`src/rtl/sevenseg_capture.sv`:
```
// Seven-segment bus monitor: waits for the multiplexed display bus to settle, decodes the
// active digit's segment pattern, and keeps a per-digit register file of what is shown.
module sevenseg_capture #(
  parameter int DIGITS        = 8,
  parameter int STABLE_CYCLES = 4
) (
  input  logic                  clk,
  input  logic                  rst,
  input  logic [DIGITS-1:0]     an_n,
  input  logic [6:0]            segs_n,
  input  logic                  dp_n,
  output logic [4*DIGITS-1:0]   value,
  output logic [DIGITS-1:0]     blank,
  output logic [DIGITS-1:0]     dp,
  output logic [DIGITS-1:0]     valid,
  output logic                  update,
  output logic                  err,
  output logic [1:0]            err_code
);

  localparam int BW = DIGITS + 8;
  localparam int IW = (DIGITS > 1) ? $clog2(DIGITS) : 1;
  localparam logic [7:0] CAPTURE_CNT = 8'(STABLE_CYCLES - 1);

  typedef enum logic {SETTLE, HOLD} state_t;

  state_t          state, state_next;
  logic [BW-1:0]   bus, bus_q;
  logic            primed;
  logic [7:0]      stable_cnt;
  logic            same;
  logic            capture;

  logic [3:0]      dec_val;
  logic            dec_blank;
  logic            dec_ok;
  logic [3:0]      low_cnt;
  logic [IW-1:0]   low_idx;

  assign bus  = {an_n, segs_n, dp_n};
  // primed forces the first edge after reset to count as a fresh word
  assign same = primed && (bus == bus_q);

  always_ff @(posedge clk) begin
    if (rst) begin
      bus_q      <= '0;
      primed     <= 1'b0;
      stable_cnt <= '0;
      state      <= SETTLE;
    end else begin
      bus_q  <= bus;
      primed <= 1'b1;
      if (!same)
        stable_cnt <= '0;
      else if (stable_cnt != 8'hFF)
        stable_cnt <= stable_cnt + 8'd1;
      state <= state_next;
    end
  end

  always_comb begin
    state_next = state;
    capture    = 1'b0;
    case (state)
      SETTLE: begin
        if (same && stable_cnt == CAPTURE_CNT) begin
          capture    = 1'b1;
          state_next = HOLD;
        end
      end
      HOLD: begin
        if (!same)
          state_next = SETTLE;
      end
      default: state_next = SETTLE;
    endcase
  end

  always_comb begin
    dec_val   = 4'h0;
    dec_blank = 1'b0;
    dec_ok    = 1'b1;
    case (segs_n)
      7'h40: dec_val = 4'h0;
      7'h79: dec_val = 4'h1;
      7'h24: dec_val = 4'h2;
      7'h30: dec_val = 4'h3;
      7'h19: dec_val = 4'h4;
      7'h12: dec_val = 4'h5;
      7'h02: dec_val = 4'h6;
      7'h78: dec_val = 4'h7;
      7'h00: dec_val = 4'h8;
      7'h10: dec_val = 4'h9;
      7'h08: dec_val = 4'hA;
      7'h03: dec_val = 4'hB;
      7'h46: dec_val = 4'hC;
      7'h21: dec_val = 4'hD;
      7'h06: dec_val = 4'hE;
      7'h0E: dec_val = 4'hF;
      7'h7F: dec_blank = 1'b1;
      default: dec_ok = 1'b0;
    endcase
  end

  always_comb begin
    low_cnt = '0;
    low_idx = '0;
    for (int i = 0; i < DIGITS; i++) begin
      if (!an_n[i]) begin
        low_cnt = low_cnt + 4'd1;
        low_idx = i[IW-1:0];
      end
    end
  end

  // A dark display still completes the settle window but writes nothing
  always_ff @(posedge clk) begin
    if (rst) begin
      value    <= '0;
      blank    <= '0;
      dp       <= '0;
      valid    <= '0;
      update   <= 1'b0;
      err      <= 1'b0;
      err_code <= 2'b00;
    end else begin
      update <= 1'b0;
      err    <= 1'b0;
      if (capture) begin
        if (low_cnt >= 4'd2) begin
          err      <= 1'b1;
          err_code <= 2'b01;
        end else if (low_cnt == 4'd1) begin
          if (dec_ok) begin
            value[4*low_idx +: 4] <= dec_val;
            blank[low_idx]        <= dec_blank;
            dp[low_idx]           <= ~dp_n;
            valid[low_idx]        <= 1'b1;
            update                <= 1'b1;
          end else begin
            err      <= 1'b1;
            err_code <= 2'b10;
          end
        end
      end
    end
  end

endmodule

```
`config.mk`:
```
export PLATFORM = sky130hd
export DESIGN_NAME = sevenseg_capture
export DESIGN_NICKNAME = d
export VERILOG_FILES = /design/src/rtl/sevenseg_capture.sv
export SDC_FILE = /design/constraint.sdc
export NUM_CORES = 1
export LEC_CHECK = 0
export CORE_MARGIN = 8
export CORE_UTILIZATION = 45
export CTS_BUF_LIST = sky130_fd_sc_hd__clkbuf_4 sky130_fd_sc_hd__clkbuf_8 sky130_fd_sc_hd__clkbuf_16
export DETAILED_ROUTE_END_ITERATION = 12
export PLACE_DENSITY = 0.67
export SLEW_MARGIN = 20
export SYNTH_ARGS = -nofsm -noshare
export SYNTH_HDL_FRONTEND = slang
export SYNTH_SLANG_ARGS = --single-unit
export TNS_END_PERCENT = 10
```
`constraint.sdc`:
```
create_clock -name clk -period 7.7 [get_ports clk]
set_clock_uncertainty 0.1 [all_clocks]
set_input_delay 1.925 -clock clk [delete_from_list [all_inputs] [get_ports clk]]
set_output_delay 1.925 -clock clk [all_outputs]
set_load 0.02 [all_outputs]
```
# ---- Word-level counts from Yosys, hierarchy flattened
# Index checks and enable logic that the tools add are counted.
dict set report word_totals {
  register_bits 86
  in_bits 18
  out_inout_bits 60
  wordCells 99
}
dict set report classes {
  addsub 9
  magnitude_cmp 3
  eq_ne 21
  shifts 2
  muxes 35
  bitwise 7
  reduce_logical 11
}
# op count
set ops {}
lappend ops {{4-bit one-hot mux with 15 select lines} 1}
lappend ops {{7-bit == test, second input constant} 5}
lappend ops {{5-bit negator with 34-bit output} 1}
lappend ops {{4-bit by 34-bit variable shift with 32-bit output, first input constant} 1}
lappend ops {{4-bit by 34-bit indexed part select with 32-bit output} 1}
lappend ops {{32-bit bitwise mux} 1}
lappend ops {{4-bit by 1-bit adder with 4-bit output, second input constant} 7}
lappend ops {{4-bit 2-to-1 mux} 7}
lappend ops {{7-bit by 5-bit == test with 1-bit output, second input constant} 3}
lappend ops {{7-bit by 6-bit == test with 1-bit output, second input constant} 3}
lappend ops {{3-bit 2-to-1 mux} 6}
lappend ops {{17-bit OR reduction} 1}
lappend ops {{8-bit bitwise mux} 2}
lappend ops {{16-bit == test} 1}
lappend ops {{7-bit by 2-bit == test with 1-bit output, second input constant} 2}
lappend ops {{7-bit by 4-bit == test with 1-bit output, second input constant} 2}
lappend ops {{1-bit 2-to-1 mux} 13}
lappend ops {{8-bit by 1-bit adder with 8-bit output, second input constant} 1}
lappend ops {{8-bit by 2-bit == test with 1-bit output, second input constant} 1}
lappend ops {{8-bit inequality test, second input constant} 1}
lappend ops {{8-bit OR} 1}
lappend ops {{7-bit by 3-bit == test with 1-bit output, second input constant} 1}
lappend ops {{7-bit logical NOT} 1}
lappend ops {{2-bit 2-to-1 mux} 3}
lappend ops {{other kinds (14)} 22}

# ---- Longest topological paths before layout
dict set report logic_depth {
  depth_word 18
  mapped_depth 25
  mapped_depth_nobuf 23
}

# ---- Worst setup path before layout
# OpenSTA, ideal clock, no wires.
dict set report synth_path {
  kind {input to register}
  start {input port an_n[0]}
  end {register blank[6]}
  setup_ps 73
  t_arrival_ps 6030
  setup_slack_ps 1497
  cell_stages 23
  path_cell_list {inv_1 > ha_1 > buf_6 > xnor2_1 > xor2_1 > nor2_1 > a21oi_1 > inv_1 > ha_1 > xnor2_1 > nor2_1 > a211oi_1 > a21oi_1 > ha_1 > nand2_1 > o21ai_0 > ha_1 > o32a_1 > nor4b_2 > buf_2 > buf_4 > and4bb_1 > mux2i_1}
}
dict set report synth_between {
  elab_chain_len 18
  elab_cells_between_ends 24
  classes_between {add/sub: 7; order compare: 1; eq/ne: 2; mux: 10; bitwise: 1; reduce/logical: 3}
}
# item line
set synth_rtl {}
lappend synth_rtl {{start, declared} 9} ;# input logic [DIGITS-1:0] an_n,
lappend synth_rtl {{1-bit 2-to-1 mux} 109} ;# if (!an_n[i]) begin
lappend synth_rtl {{4-bit by 1-bit adder with 4-bit output} 110} ;# low_cnt = low_cnt + 4'd1;
lappend synth_rtl {{4-bit 2-to-1 mux} 109}
lappend synth_rtl {{4-bit by 1-bit adder with 4-bit output} 110}
lappend synth_rtl {{4-bit 2-to-1 mux} 109}
lappend synth_rtl {{4-bit by 1-bit adder with 4-bit output} 110}
lappend synth_rtl {{4-bit 2-to-1 mux} 109}
lappend synth_rtl {{4-bit by 1-bit adder with 4-bit output} 110}
lappend synth_rtl {{[... 2 more ...]} --}
lappend synth_rtl {{4-bit 2-to-1 mux} 109}
lappend synth_rtl {{4-bit by 1-bit adder with 4-bit output} 110}
lappend synth_rtl {{4-bit 2-to-1 mux} 109}
lappend synth_rtl {{4-bit by 1-bit adder with 4-bit output} 110}
lappend synth_rtl {{4-bit 2-to-1 mux} 109}
lappend synth_rtl {{4-bit by 2-bit greater-or-equal comparator with 1-bit output} 130} ;# if (low_cnt >= 4'd2) begin
lappend synth_rtl {{1-bit NOT (no line)} --}
lappend synth_rtl {{4-bit AND reduction (no line) (*)} --}
lappend synth_rtl {{end signal, assigned by index} 136} ;# blank[low_idx] <= dec_blank;
lappend synth_rtl {{end, declared} 13} ;# output logic [DIGITS-1:0] blank,
# Mark *: on every way between the ends. The rest lies on a longest branch, timed or not.
# A chain may end at the register's enable or synchronous reset.

# ---- Worst setup path in the final report
dict set report layout_path {
  start {input port an_n[0]}
  end {register value[18]}
}
dict set report layout_between {
  elab_chain_len 18
  elab_cells_between_ends 24
  classes_between {add/sub: 7; order compare: 1; eq/ne: 2; mux: 10; bitwise: 1; reduce/logical: 3}
}
# item line
set layout_rtl {}
lappend layout_rtl {{1-bit 2-to-1 mux} 109}
lappend layout_rtl {{4-bit by 1-bit adder with 4-bit output} 110}
lappend layout_rtl {{4-bit 2-to-1 mux} 109}
lappend layout_rtl {{4-bit by 1-bit adder with 4-bit output} 110}
lappend layout_rtl {{4-bit 2-to-1 mux} 109}
lappend layout_rtl {{4-bit by 1-bit adder with 4-bit output} 110}
lappend layout_rtl {{4-bit 2-to-1 mux} 109}
lappend layout_rtl {{4-bit by 1-bit adder with 4-bit output} 110}
lappend layout_rtl {{[... 2 more ...]} --}
lappend layout_rtl {{4-bit 2-to-1 mux} 109}
lappend layout_rtl {{4-bit by 1-bit adder with 4-bit output} 110}
lappend layout_rtl {{4-bit 2-to-1 mux} 109}
lappend layout_rtl {{4-bit by 1-bit adder with 4-bit output} 110}
lappend layout_rtl {{4-bit 2-to-1 mux} 109}
lappend layout_rtl {{4-bit by 2-bit greater-or-equal comparator with 1-bit output} 130}
lappend layout_rtl {{1-bit NOT (no line)} --}
lappend layout_rtl {{4-bit AND reduction (no line) (*)} --}
lappend layout_rtl {{end signal, assigned by index} 135} ;# value[4*low_idx +: 4] <= dec_val;
lappend layout_rtl {{end, declared} 12} ;# output logic [4*DIGITS-1:0] value,
# Marks and branches as above.

==> flow_metrics.py <==
metrics = {
    "routing": {
        "drt_first_pass_iters": 5,
        "num_vias": 4018,
        "antenna_left": 0,
        "via_per_inst": 5.35,
        "drcViolationCount": 0,
        "wl_per_cell_um": 15.9,
        "finalWirelength_mm": 12.0,
        "drt_iter0_drc": 289,
    },
    "yosys": {
        "syn-num-nets": 585,
        "async_reset_ff_share_pct": 0,
        "netlist_top_cells_count": "dfxtp_1 (86), nand2_1 (65), nor2_1 (38), o21ai_0 (36), nor2b_1 (33)",
        "yosys_warnings": 0,
        "yosysMostFrequentCell": "dfxtp_1",
        "synth_cells": 552,
        "synth_ff_type": "dfxtp_1",
        "syn_avg_cell_area_um2": 8.45,
        "synth_area_leaders": "dfxtp_1 (37%), nand2_1 (5.2%), nor2b_1 (4.4%)",
        "yosysSeqAreaShare_pct": 36.9,
        "synth_cell_types": 70,
        "syn-cell-area_um2": 4670,
        "ys_seq_elements": 86,
        "synth_top_area_share_pct": 36.9,
        "synth_edf_count": 0,
        "yosys.area.top_type": "dfxtp_1",
    },
    "timing": {
        "hold_violations": 0,
        "finalSetupTns_ns": 0,
        "rsz0062_at_grt": "no",
        "layout_worst_path_cycle_share_pct": 90.5,
        "relSlewSlack_pct": 51.5,
        "worstMarginPinSlew_ns": 0.725,
        "maxSlewViolCount": 0,
        "fmax_mhz": 143,
        "fin_hold_ws_ns": 0.350,
        "fin_crit_ns": 6.97,
        "final-setup-viol-count": 0,
    },
    "power_and_ir_drop": {
        "sw_frac_of_total_pct": 29.7,
        "ir_drop_v": 0.0000924,
        "powerDensity_nw_per_um2": 178,
        "pwr-share-clk_pct": 36.0,
        "p_sw_mw": 0.301,
        "leakagePower_nw": 2.00,
        "finalPower_mw": 1.01,
        "pwr-share-seq_pct": 44.5,
        "p_int_mw": 0.713,
        "p_comb_share_pct": 19.5,
    },
    "min_path": {
        "hold_class": "reg2reg",
    },
    "die": {
        "fp.dieH_um": 118,
        "dieArea_um2": 13900,
        "core_area_um2": 10200,
        "io_pins": 78,
        "start_util_pct": 45.8,
        "rows": 37,
        "die_x_um": 118,
    },
    "worst_setup_path": {
        "arrival_ns": 7.12,
        "r2r_end": "value[18]$_SDFFE_PP0P_",
        "startpoint_type": "primary input",
        "reg2regPathDepth": 9,
        "cp-startpoint": "an_n[0]",
        "end_kind": "flip-flop",
        "worst-path-max-fanout": 20,
        "cp-endpoint": "value[18]$_SDFFE_PP0P_",
        "critPathRequiredTime_ns": 7.85,
        "regToRegStartpoint": "bus_q[12]$_SDFF_PP0_",
        "reg2reg_slack_ns": 4.51,
        "crit_type": "in2reg",
    },
    "clocking": {
        "numCtsBuffers": 9,
        "clk_latency_ns": 0.36,
        "holdBufCountCts": 0,
        "postCtsSetupBuffers": 0,
        "path_clk_slew_ns": 0.10,
        "tritoncts": "done",
        "post_cts_resized": 0,
        "clockBufferDepth": 2,
        "cts.sinks": 86,
        "htree_levels": 3,
        "cts_root_buf": "clkbuf_8",
    },
    "flow_run": {
        "cap_violations": 0,
    },
    "cells_and_area": {
        "drive_above_1_share_pct": 6.18,
        "diodes": 0,
        "utilization_pct": 56.0,
        "syn_to_final_growth_pct": 22.2,
        "nets": 643,
    },
    "place": {
        "gp_congestion": 0.876,
        "io_buffers": 77,
        "place_hpwl_mm": 8.67,
    },
    "status": {
        "status": "finished, final reports clean",
    },
    "grt": {
        "overflow": 0,
        "grt_pass1_wl_mm": 20.1,
        "track_usage_pct": 17.3,
        "antenna_found_initial": 0,
        "grt_pass1_vias": 4051,
        "grt_max_degree": 48,
    },
}
[registers in the layout, indices dropped and copies added (netlist names)]
name	count
blank	8
bus_q	16
dp	8
err	1
err_code	2
primed	1
stable_cnt	8
state	1
update	1
valid	8
value	32
[metal layers]
metal  GRT usage (%)  routed length (um)
met1            20.8                5250
met2            29.2                5800
met3            4.22                 681
met4            6.57                 230
met5               0                   0
[layout by cell type, fill, tap and decap left out, drive strengths merged, types with 15 or more instances in the layout]
| cell | synthesis | final |
|---|---|---|
| mux2i | 19 | 19 |
| xnor2 | 21 | 21 |
| nor2b | 33 | 33 |
| ha | 15 | 15 |
| o21ai | 51 | 51 |
| nand2 | 65 | 65 |
| inv | 18 | 21 |
| a21oi | 20 | 20 |
| clkdlybuf4s50 | 0 | 76 |
| xor2 | 18 | 18 |
| nor2 | 41 | 41 |
| nand3 | 28 | 28 |
| dfxtp | 86 | 86 |
[stage by stage]
| step | area (um^2) | cells | worst slack [ns] |
|---|---|---|---|
| 4_1_cts | 5700 | 751 | 0.749 |
| 2_1_floorplan | 4670 | 552 | 1.50 |
| 3_5_place_dp | 5480 | 735 | 0.376 |
| 6_report | 5700 | 751 | 0.730 |
| 3_3_place_gp | 5480 | 735 | 0.566 |
| 5_1_grt | 5700 | 751 | 0.274 |
[layout make-up]
| class | count | area (um^2) |
|---|---|---|
| clock inverter | 7 | 103 |
| sequential | 86 | 1720 |
| clock buffer | 9 | 124 |
| fill | 934 | 4480 |
| timing repair buffer | 79 | 781 |
| multi-input combinational | 416 | 2740 |
| inverter | 18 | 67.6 |
| tap | 136 | 170 |
[cell families after synthesis]
family	count (synthesis)	share of synthesized area, %
AO/OA/AOI/OAI	98	12.6
XOR/XNOR	41	9.04
adder cells (fa/ha/maj)	15	4.02
buffers and inverters	50	4.48
flip-flops	86	36.9
multiplexers	24	5.28
AND/OR/NAND/NOR	238	27.7
[how the worst min path moves through the flow]
| stage | start | to | slack, ns | depth (start not counted) |
|---|---|---|---|---|
| 2_1_floorplan | state$_SDFF_PP0_ | state$_SDFF_PP0_ | 0.33 | 2 |
| 5_1_grt | valid[0]$_SDFFE_PP0P_ | valid[0]$_SDFFE_PP0P_ | 0.38 | 2 |
| 4_1_cts | valid[3]$_SDFFE_PP0P_ | valid[3]$_SDFFE_PP0P_ | 0.35 | 2 |
| 6_report | valid[3]$_SDFFE_PP0P_ | valid[3]$_SDFFE_PP0P_ | 0.35 | 2 |
| 3_3_place_gp | state$_SDFF_PP0_ | state$_SDFF_PP0_ | 0.33 | 2 |
| 3_5_place_dp | valid[3]$_SDFFE_PP0P_ | valid[3]$_SDFFE_PP0P_ | 0.34 | 2 |
[power groups by stage]
stage	clock network, mW	registers, mW	logic, mW
4_1_cts	0.371	0.451	0.198
6_report	0.365	0.451	0.198
5_1_grt	0.388	0.452	0.220
3_3_place_gp	0	0.462	0.191
3_5_place_dp	0	0.462	0.196
2_1_floorplan	0	0.461	0.160
[worst max-delay path, cell delays in order]
cell             delay [ns]
clkdlybuf4s50_1        0.55
inv_1                  0.10
ha_1                   0.40
xnor2_1                0.28
ha_1                   0.33
xnor2_1                0.14
o21ai_0                0.22
xor2_1                 0.26
nor2_1                 0.06
a21oi_1                0.14
ha_1                   0.25
nor2_1                 0.09
a31oi_1                0.06
nor2_1                 0.17
o21ai_0                0.15
ha_1                   0.33
o32a_1                 0.39
nor4b_2                0.28
buf_4                  0.26
nor4b_4                0.34
mux2_1                 0.36
(Power assumes the default switching activity.)
